$ cat src/rtl/demux_pkg.sv
// rtl/demux_pkg.sv - shared selects and channel depth for stream_demux_2 (macro STREAM_DEMUX_2_SKID_EN)
package demux_pkg;

  localparam logic SEL_OUT1 = 1'b0;
  localparam logic SEL_OUT2 = 1'b1;

`ifdef STREAM_DEMUX_2_SKID_EN
  localparam int CHAN_DEPTH = 2;
`else
  localparam int CHAN_DEPTH = 1;
`endif

endpackage

$ cat src/rtl/stream_demux_2_chan.sv
// rtl/stream_demux_2_chan.sv - one output channel buffer of stream_demux_2 (macro STREAM_DEMUX_2_SKID_EN)
module stream_demux_2_chan
  import demux_pkg::*;
#(
  parameter int WIDTH = 32
) (
  input  logic             clk,
  input  logic             rst,
  input  logic             push,
  input  logic [WIDTH-1:0] push_data,
  output logic             can_accept,
  output logic [WIDTH-1:0] out_data,
  output logic             out_valid,
  input  logic             out_ready
);

  logic pop;

  assign pop = out_valid & out_ready;

`ifdef STREAM_DEMUX_2_SKID_EN

  // Two-entry ring: 1-bit pointers wrap naturally.
  logic [WIDTH-1:0] mem [2];
  logic             wr_ptr;
  logic             rd_ptr;
  logic [1:0]       count;

  // Ready comes from registered occupancy only, so no ready-to-ready path.
  assign can_accept = (count < 2'(CHAN_DEPTH));
  assign out_valid  = (count != 2'd0);
  assign out_data   = mem[rd_ptr];

  // Ring storage, pointers and occupancy update.
  always_ff @(posedge clk) begin
    if (rst) begin
      mem[0] <= '0;
      mem[1] <= '0;
      wr_ptr <= 1'b0;
      rd_ptr <= 1'b0;
      count  <= 2'd0;
    end else begin
      if (push) begin
        mem[wr_ptr] <= push_data;
        wr_ptr      <= ~wr_ptr;
      end
      if (pop) begin
        rd_ptr <= ~rd_ptr;
      end
      case ({push, pop})
        2'b10:   count <= count + 2'd1;
        2'b01:   count <= count - 2'd1;
        default: count <= count;
      endcase
    end
  end

`else

  // Single holding register; a full slot may refill in the cycle it drains.
  logic [WIDTH-1:0] data_q;
  logic             full_q;

  assign can_accept = ~full_q | out_ready;
  assign out_valid  = full_q;
  assign out_data   = data_q;

  // Holding register and occupancy flag update.
  always_ff @(posedge clk) begin
    if (rst) begin
      data_q <= '0;
      full_q <= 1'b0;
    end else begin
      if (push) begin
        data_q <= push_data;
      end
      if (push) begin
        full_q <= 1'b1;
      end else if (pop) begin
        full_q <= 1'b0;
      end
    end
  end

`endif

endmodule

$ cat src/rtl/stream_demux_2.sv
// rtl/stream_demux_2.sv - 1-to-2 registered stream demultiplexer (macro STREAM_DEMUX_2_SKID_EN)
module stream_demux_2
  import demux_pkg::*;
#(
  parameter int WIDTH = 32
) (
  input  logic             clk,
  input  logic             rst,
  input  logic [WIDTH-1:0] in_data,
  input  logic             in_sel,
  input  logic             in_valid,
  output logic             in_ready,
  output logic [WIDTH-1:0] out1_data,
  output logic             out1_valid,
  input  logic             out1_ready,
  output logic [WIDTH-1:0] out2_data,
  output logic             out2_valid,
  input  logic             out2_ready
);

  logic can_accept1;
  logic can_accept2;
  logic push1;
  logic push2;
  logic in_xfer;

  // Ready looks only at the addressed channel, so a stalled channel never blocks the other.
  assign in_ready = ~rst & ((in_sel == SEL_OUT2) ? can_accept2 : can_accept1);
  assign in_xfer  = in_valid & in_ready;
  assign push1    = in_xfer & (in_sel == SEL_OUT1);
  assign push2    = in_xfer & (in_sel == SEL_OUT2);

  stream_demux_2_chan #(.WIDTH(WIDTH)) u_chan1 (
    .clk        (clk),
    .rst        (rst),
    .push       (push1),
    .push_data  (in_data),
    .can_accept (can_accept1),
    .out_data   (out1_data),
    .out_valid  (out1_valid),
    .out_ready  (out1_ready)
  );

  stream_demux_2_chan #(.WIDTH(WIDTH)) u_chan2 (
    .clk        (clk),
    .rst        (rst),
    .push       (push2),
    .push_data  (in_data),
    .can_accept (can_accept2),
    .out_data   (out2_data),
    .out_valid  (out2_valid),
    .out_ready  (out2_ready)
  );

endmodule

$ cat config.mk
export PLATFORM = sky130hd
export DESIGN_NAME = stream_demux_2
export DESIGN_NICKNAME = d
export VERILOG_FILES = /design/src/rtl/demux_pkg.sv /design/src/rtl/stream_demux_2_chan.sv /design/src/rtl/stream_demux_2.sv
export SDC_FILE = /design/constraint.sdc
export NUM_CORES = 1
export LEC_CHECK = 0
export CORE_ASPECT_RATIO = 1.5
export CORE_MARGIN = 1
export CORE_UTILIZATION = 45
export CTS_CLUSTER_SIZE = 30
export DETAILED_ROUTE_END_ITERATION = 16
export GPL_TIMING_DRIVEN = 0
export PLACE_DENSITY = 0.82
export SYNTH_ARGS = -nofsm -noshare
export SYNTH_HDL_FRONTEND = slang
export SYNTH_SLANG_ARGS = --single-unit
$ cat constraint.sdc
create_clock -name clk -period 2.1 [get_ports clk]
set_input_delay 0.21 -clock clk [delete_from_list [all_inputs] [get_ports clk]]
set_output_delay 0.21 -clock clk [all_outputs]
set_load 0.02 [all_outputs]
==> results of run 1 <==
-- worst max-delay path: stages --
cell	delay (ps)
clkdlybuf4s50_1	450
nand2b_1	200
mux2i_1	100
nor2_1	90
clkdlybuf4s50_1	600
-- placed cells by master (no fill, tap or decap) --
cell / count
clkdlybuf4s50_1: 103
dfxtp_1: 66
nor2b_1: 57
mux2_2: 31
mux2_4: 29
clkbuf_8: 12
and2b_1: 7
buf_6: 6
mux2_1: 4
buf_2: 3
clkbuf_1: 3
nand2b_1: 2
a21oi_1: 2
bufinv_16: 2
buf_4: 1
mux2i_1: 1
nor2_1: 1
nand4b_4: 1
nor3b_2: 1
nand2_2: 1
clkinv_2: 1
clkinvlp_4: 1
dlygate4sd2_1: 1
-- worst max path at each step --
stage | from | endpoint | slack [ps] | cells after the start
3_5_place_dp | rst | in_ready | -10 | 5
4_1_cts | out2_ready | in_ready | 220 | 5
3_3_place_gp | rst | in_ready | -30 | 5
6_report | out2_ready | in_ready | 220 | 5
2_1_floorplan | u_chan2.out_valid | u_chan2.out_data[0] | 780 | 4
5_1_grt | out2_ready | in_ready | 190 | 5
-- flip-flops by register name, summed over array words and instances, names as in the netlist --
signal / flops
u_chan2.out_data: 32
u_chan1.out_valid: 1
u_chan1.out_data: 32
u_chan2.out_valid: 1
-- cell type report --
type | count | area share (%)
buffer | 13 | 2.47
sequential | 66 | 32.2
clock inverter | 4 | 1.77
timing repair buffer | 104 | 25.3
tap | 72 | 2.19
multi-input combinational | 137 | 32.1
clock buffer | 12 | 4.02
-- routing by layer --
metal / vias to the layer above / wire length (um)
li1: 948 / -
met1: 926 / 2580
met2: 62 / 3460
met3: 7 / 291
met4: 0 / 99
met5: - / 0
-- stage by stage --
stage	TNS [ps]	utilization [%]	instance area, um^2	setup WS, ps
4_1_cts	0	70.5	4110	221
3_5_place_dp	-10.2	66.4	3870	-10.2
2_1_floorplan	0	-	2740	781
5_1_grt	0	70.5	4110	187
3_3_place_gp	-30.5	66.4	3870	-30.5
6_report	0	70.5	4110	225
-- where the power goes --
group / internal, uW / leakage, uW / total [uW] / switching [uW]
Sequential: 1320 / 0.000541 / 1360 / 33.0
Combinational: 297 / 0.00111 / 511 / 214
Clock: 764 / 0.000119 / 1260 / 495
-- cell families (layout without fill, tap and decap cells) --
group           Yosys count  count (layout)  share of synthesized area, %
mux                      65              65                          30.6
flops                    66              66                          48.2
simple gates             70              70                          17.1
buf+inv                  13             133                          3.70
compound gates            2               2                         0.365
==> run_results.csv, run 1 <==
group,metric,value,unit
run_status,status,"complete, no violations",
power_and_ir_drop,leakage,0.00177,uW
cts,clock-root-buffer,"clkbuf_8",
power_and_ir_drop,total_power,3130,uW
synthesis,synth-edff-count,0,
hold_path,holdPathEnd,"u_chan2.out_data[9]",
setup_path,required,1890,ps
layout,antenna_cells,0,
synthesis,yosysMostFrequentCell,"dfxtp_1",
drt,totalWireLength,6.43,mm
setup_path,rrSetupSlack,780,ps
grt,grt_use_met2,37.2,%
setup_path,criticalPathCategory,"in2out",
synthesis,synth.largest_area_cell,"dfxtp_1",
setup_path,cp-end-kind,"primary output",
setup_path,critPathLaunchType,"primary input",
cts,cts_buffer_depth,2,
drt,via_count,1943,
timing,worstMarginPinSlew,513,ps
drt,wl_per_cell,15.8,um
cts,cts_setup_buffers,0,
grt,antenna_found_initial,0,
power_and_ir_drop,p_per_area,761,nW/um^2
cts,clk_pin_slew,70,ps
placement,place_hpwl,4.63,mm
cts,clkLatencyLatePin,340,ps
drt,remaining_drc_errors,0,
drt,drt.antenna.violating_nets,0,
drt,drt_pre_antenna_iters,4,
placement,place.gp.congestion,0.725,
cts,h-tree-depth,3,
cts,cts_buffers,9,
grt,grt_pass1_vias,2008,
placement,dp.cells,392,
layout,nNetsFinal,369,
floorplanning,die_h,97.6,um
synthesis,synth_warnings,0,
setup_path,r2r_start,"u_chan2.out_valid",
hold_path,hold_path_class,"in2reg",
timing,max_slew_margin,65.8,%
cts,cts_hold_buffers,0,
floorplanning,rows,34,
job,maxCapViolCount,0,
grt,grt_use_met3,5.99,%
timing,drv_slew,0,
synthesis,syn_nets,254,
grt,grt_usage,21.3,%
timing,holdWs,495,ps
cts,cts_tree,"built",
layout,multiInputGateArea,1320,um^2
synthesis,synthTopCellsByCount,"dfxtp_1, nor2b_1, mux2_2, mux2_4, and2b_1",
synthesis,post_synth_num_cell_types,17,
synthesis,postSynthAreaPerCell,12.7,um^2
timing,fmax,0.533,GHz
grt,grt_pass1_wl,10.0,mm
timing,fin_crit,1880,ps
layout,seq_area,1320,um^2
timing,hold_violations,0,
setup_path,arrival,1670,ps
synthesis,synthTopCellsByArea,"dfxtp_1, mux2_4, nor2b_1, mux2_2, buf_6",
hold_path,worstHoldStart,"in_data[9]",
timing,rsz0062_at_grt,"false",
grt,grt_max_degree,12,
power_and_ir_drop,irDropWorstVdd,0.506,mV
drt,drtIter0Drc,81,
floorplanning,core_area,5830,um^2
timing,fin_skew,6.32,ps
synthesis,synth_ff_type,"dfxtp_1",
synthesis,syn-cell-area,2740,um^2
layout,fin_cells,408,
timing,fin_crit_sh,89.3,%
grt,gr-usage-met1,22.4,%
timing,setup_viol,0,
synthesis,synth_top_area_share,48.2,%
synthesis,synth-seq-cells,66,
layout,n_fill_cell,439,
setup_path,r2r_end,"u_chan2.out_data[30]",
floorplanning,die_area,6410,um^2
layout,drive_above_1_share,26.5,%
floorplanning,die_w,65.7,um
synthesis,async_reset_ff_share,0,%
cts,clock_sinks,66,
layout,areaGrowthSynthToFinish,49.9,%
placement,port-buffer-count,104,
cts,cts.repair.resized,1,
drt,vias_per_cell,4.76,
setup_path,crit_fanout,3,
grt,grt_overflow_total,0,
synthesis,syn_inst,216,
floorplanning,initial_utilization,47.0,%
setup_path,worst-r2r-cell-count,4,
grt,top_usage_layer,"met2",
synthesis,synth_seq_area_share,48.2,%
hold_path,min_path_cells,2,
floorplanning,ioPinCount,105,
No activity file was read; power rests on OpenSTA's default activity.
==> run 2: changes to the inputs <==
ABC_AREA = 1   (was unset)
CAP_MARGIN = 30   (was unset)
PLACE_DENSITY = 0.83   (was 0.82)
==> run 2 against run 1 <==
Effect of this change: via count is 41% higher; utilization is 0.24 points lower; wire length is 8.4% higher; worst hold slack worse by 330 ps; critical endpoint unchanged; synthesized area is 4.8% lower; first-iteration DRC count is 95% higher; register-to-register slack worse by 80 ps; final area is 5.4% lower; sequential power hardly changed; highest routed layer unchanged; setup slack worse by 64 ps; clock power is 26% lower.
==> run_results.csv, run 2 <==
group,metric,value,unit
run_status,status,"complete, no violations",
drt,via_count,2747,
setup_path,crit_fanout,10,
hold_path,min_path_cells,2,
setup_path,arrival,1730,ps
synthesis,syn_nets,405,
layout,fin_cells,554,
grt,grt_use_met2,43.1,%
drt,drt.antenna.violating_nets,0,
synthesis,syn-cell-area,2610,um^2
timing,finalWorstSetupSlack,160,ps
grt,grt_pass1_wl,10.9,mm
cts,h-tree-depth,3,
timing,max_slew_margin,68.2,%
floorplanning,core_area,5530,um^2
setup_path,r2r_start,"u_chan2.out_valid",
synthesis,post_synth_num_cell_types,14,
timing,setup_viol,0,
floorplanning,die_w,64.2,um
setup_path,critPathLaunchType,"primary input",
layout,areaGrowthSynthToFinish,49.0,%
timing,drv_slew,0,
job,maxCapViolCount,0,
synthesis,synthTopCellsByArea,"dfxtp_1, nor2_1, nand4_1, a21oi_1, nand2_1",
floorplanning,rows,33,
cts,cts.repair.resized,1,
synthesis,synth.largest_area_cell,"dfxtp_1",
cts,cts_tree,"built",
placement,port-buffer-count,102,
power_and_ir_drop,leakage,0.00168,uW
cts,clk_pin_slew,70,ps
grt,grt_overflow_total,0,
cts,clock_sinks,66,
timing,worstMarginPinSlew,477,ps
setup_path,worst-r2r-cell-count,7,
timing,holdWs,166,ps
synthesis,syn_inst,367,
layout,final_common_cell,"nor2_1",
synthesis,synthTopCellsByCount,"nor2_1, dfxtp_1, nand2_1, inv_1, nand4_1",
setup_path,required,1890,ps
synthesis,async_reset_ff_share,0,%
timing,fin_crit_sh,92.4,%
timing,hold_violations,0,
layout,layout_common_cells,"nor2_1, clkdlybuf4s50_1, dfxtp_1",
grt,top_usage_layer,"met2",
timing,fmax,0.516,GHz
grt,grt_max_degree,11,
synthesis,synth-seq-cells,66,
floorplanning,ioPinCount,105,
layout,nNetsFinal,518,
drt,drt_pre_antenna_iters,8,
cts,cts_buffers,9,
drt,drtIter0Drc,158,
setup_path,r2r_end,"u_chan2.out_data[12]",
synthesis,synth_top_area_share,50.6,%
synthesis,postSynthAreaPerCell,7.11,um^2
layout,drive_above_1_share,6.40,%
layout,antenna_cells,0,
cts,cts_setup_buffers,0,
drt,remaining_drc_errors,0,
setup_path,rrSetupSlack,700,ps
hold_path,holdPathEnd,"u_chan2.out_data[16]",
placement,place_hpwl,5.09,mm
synthesis,synth-edff-count,0,
setup_path,cp-end-kind,"primary output",
power_and_ir_drop,p_per_area,700,nW/um^2
drt,wl_per_cell,12.6,um
grt,grt_pass1_vias,2499,
placement,place.gp.congestion,0.801,
cts,cts_hold_buffers,0,
drt,totalWireLength,6.97,mm
synthesis,synth_ff_type,"dfxtp_1",
cts,clkLatencyLatePin,330,ps
setup_path,criticalPathCategory,"in2out",
floorplanning,die_h,95.3,um
placement,dp.cells,539,
power_and_ir_drop,irDropWorstVdd,0.512,mV
cts,cts_buffer_depth,2,
drt,vias_per_cell,4.96,
hold_path,worstHoldStart,"rst",
grt,antenna_found_initial,0,
grt,grt_usage,23.4,%
grt,gr-usage-met1,23.9,%
timing,fin_skew,9.04,ps
floorplanning,initial_utilization,47.2,%
synthesis,synth_warnings,0,
placement,dpl_worst_slack,-109,ps
grt,grt_use_met3,5.02,%
cts,clock-root-buffer,"clkbuf_8",
hold_path,hold_path_class,"in2reg",
timing,fin_crit,1940,ps
synthesis,synth_seq_area_share,50.6,%
synthesis,yosysMostFrequentCell,"nor2_1",
timing,rsz0062_at_grt,"false",
setup_path,startpoint,"in_sel",
floorplanning,die_area,6110,um^2
[run 2: where the power goes]
part	total (uW)	internal (uW)	switching, uW
sequential	1330	1310	28.2
combinational	459	211	247
clock	928	481	447
total	2720	2000	723
[run 2: cell families after synthesis]
kind of cell / count (synthesis) / synth area share [%]
flip-flops: 66 / 50.6
AND/OR/NAND/NOR: 204 / 32.9
buffers and inverters: 64 / 10.1
AO/OA/AOI/OAI: 33 / 6.33
[run 2: cell type report]
cell class	count	area [um^2]
buffer	27	125
clock buffer	12	155
clock inverter	3	15.0
fill	503	1650
inverter	37	139
multi-input combinational	237	1020
sequential	66	1320
tap	70	87.6
timing repair buffer	102	1020
[run 2: how the worst max path moves through the flow]
stage	end
floorplan	u_chan2.out_data[0]
global placement	in_ready
detailed placement	in_ready
CTS	in_ready
global route	in_ready
finish	in_ready
[run 2: critical path: stages]
cell	delay [ps]
clkdlybuf4s50_1	500
nand3_1	150
nand2_1	70
nor2_2	190
buf_2	250
dlygate4sd2_1	360
[run 2: per-stage QoR]
step | TNS, ps | area (um^2) | total power, uW | utilization (%)
after floorplan | 0 | 2610 | 1600 | -
after global placement | -116 | 3720 | 1810 | 67.2
final | 0 | 3890 | 2720 | 70.2
after global routing | 0 | 3890 | 2840 | 70.2
after CTS | 0 | 3890 | 2730 | 70.2
after detailed placement | -109 | 3720 | 1820 | 67.2
[run 2: layer usage]
| layer | routed length (um) | part of all wire [%] |
|---|---|---|
| met1 | 2760 | 40 |
| met2 | 3640 | 52 |
| met3 | 416 | 6.0 |
| met4 | 153 | 2.2 |
| met5 | 0 | 0 |
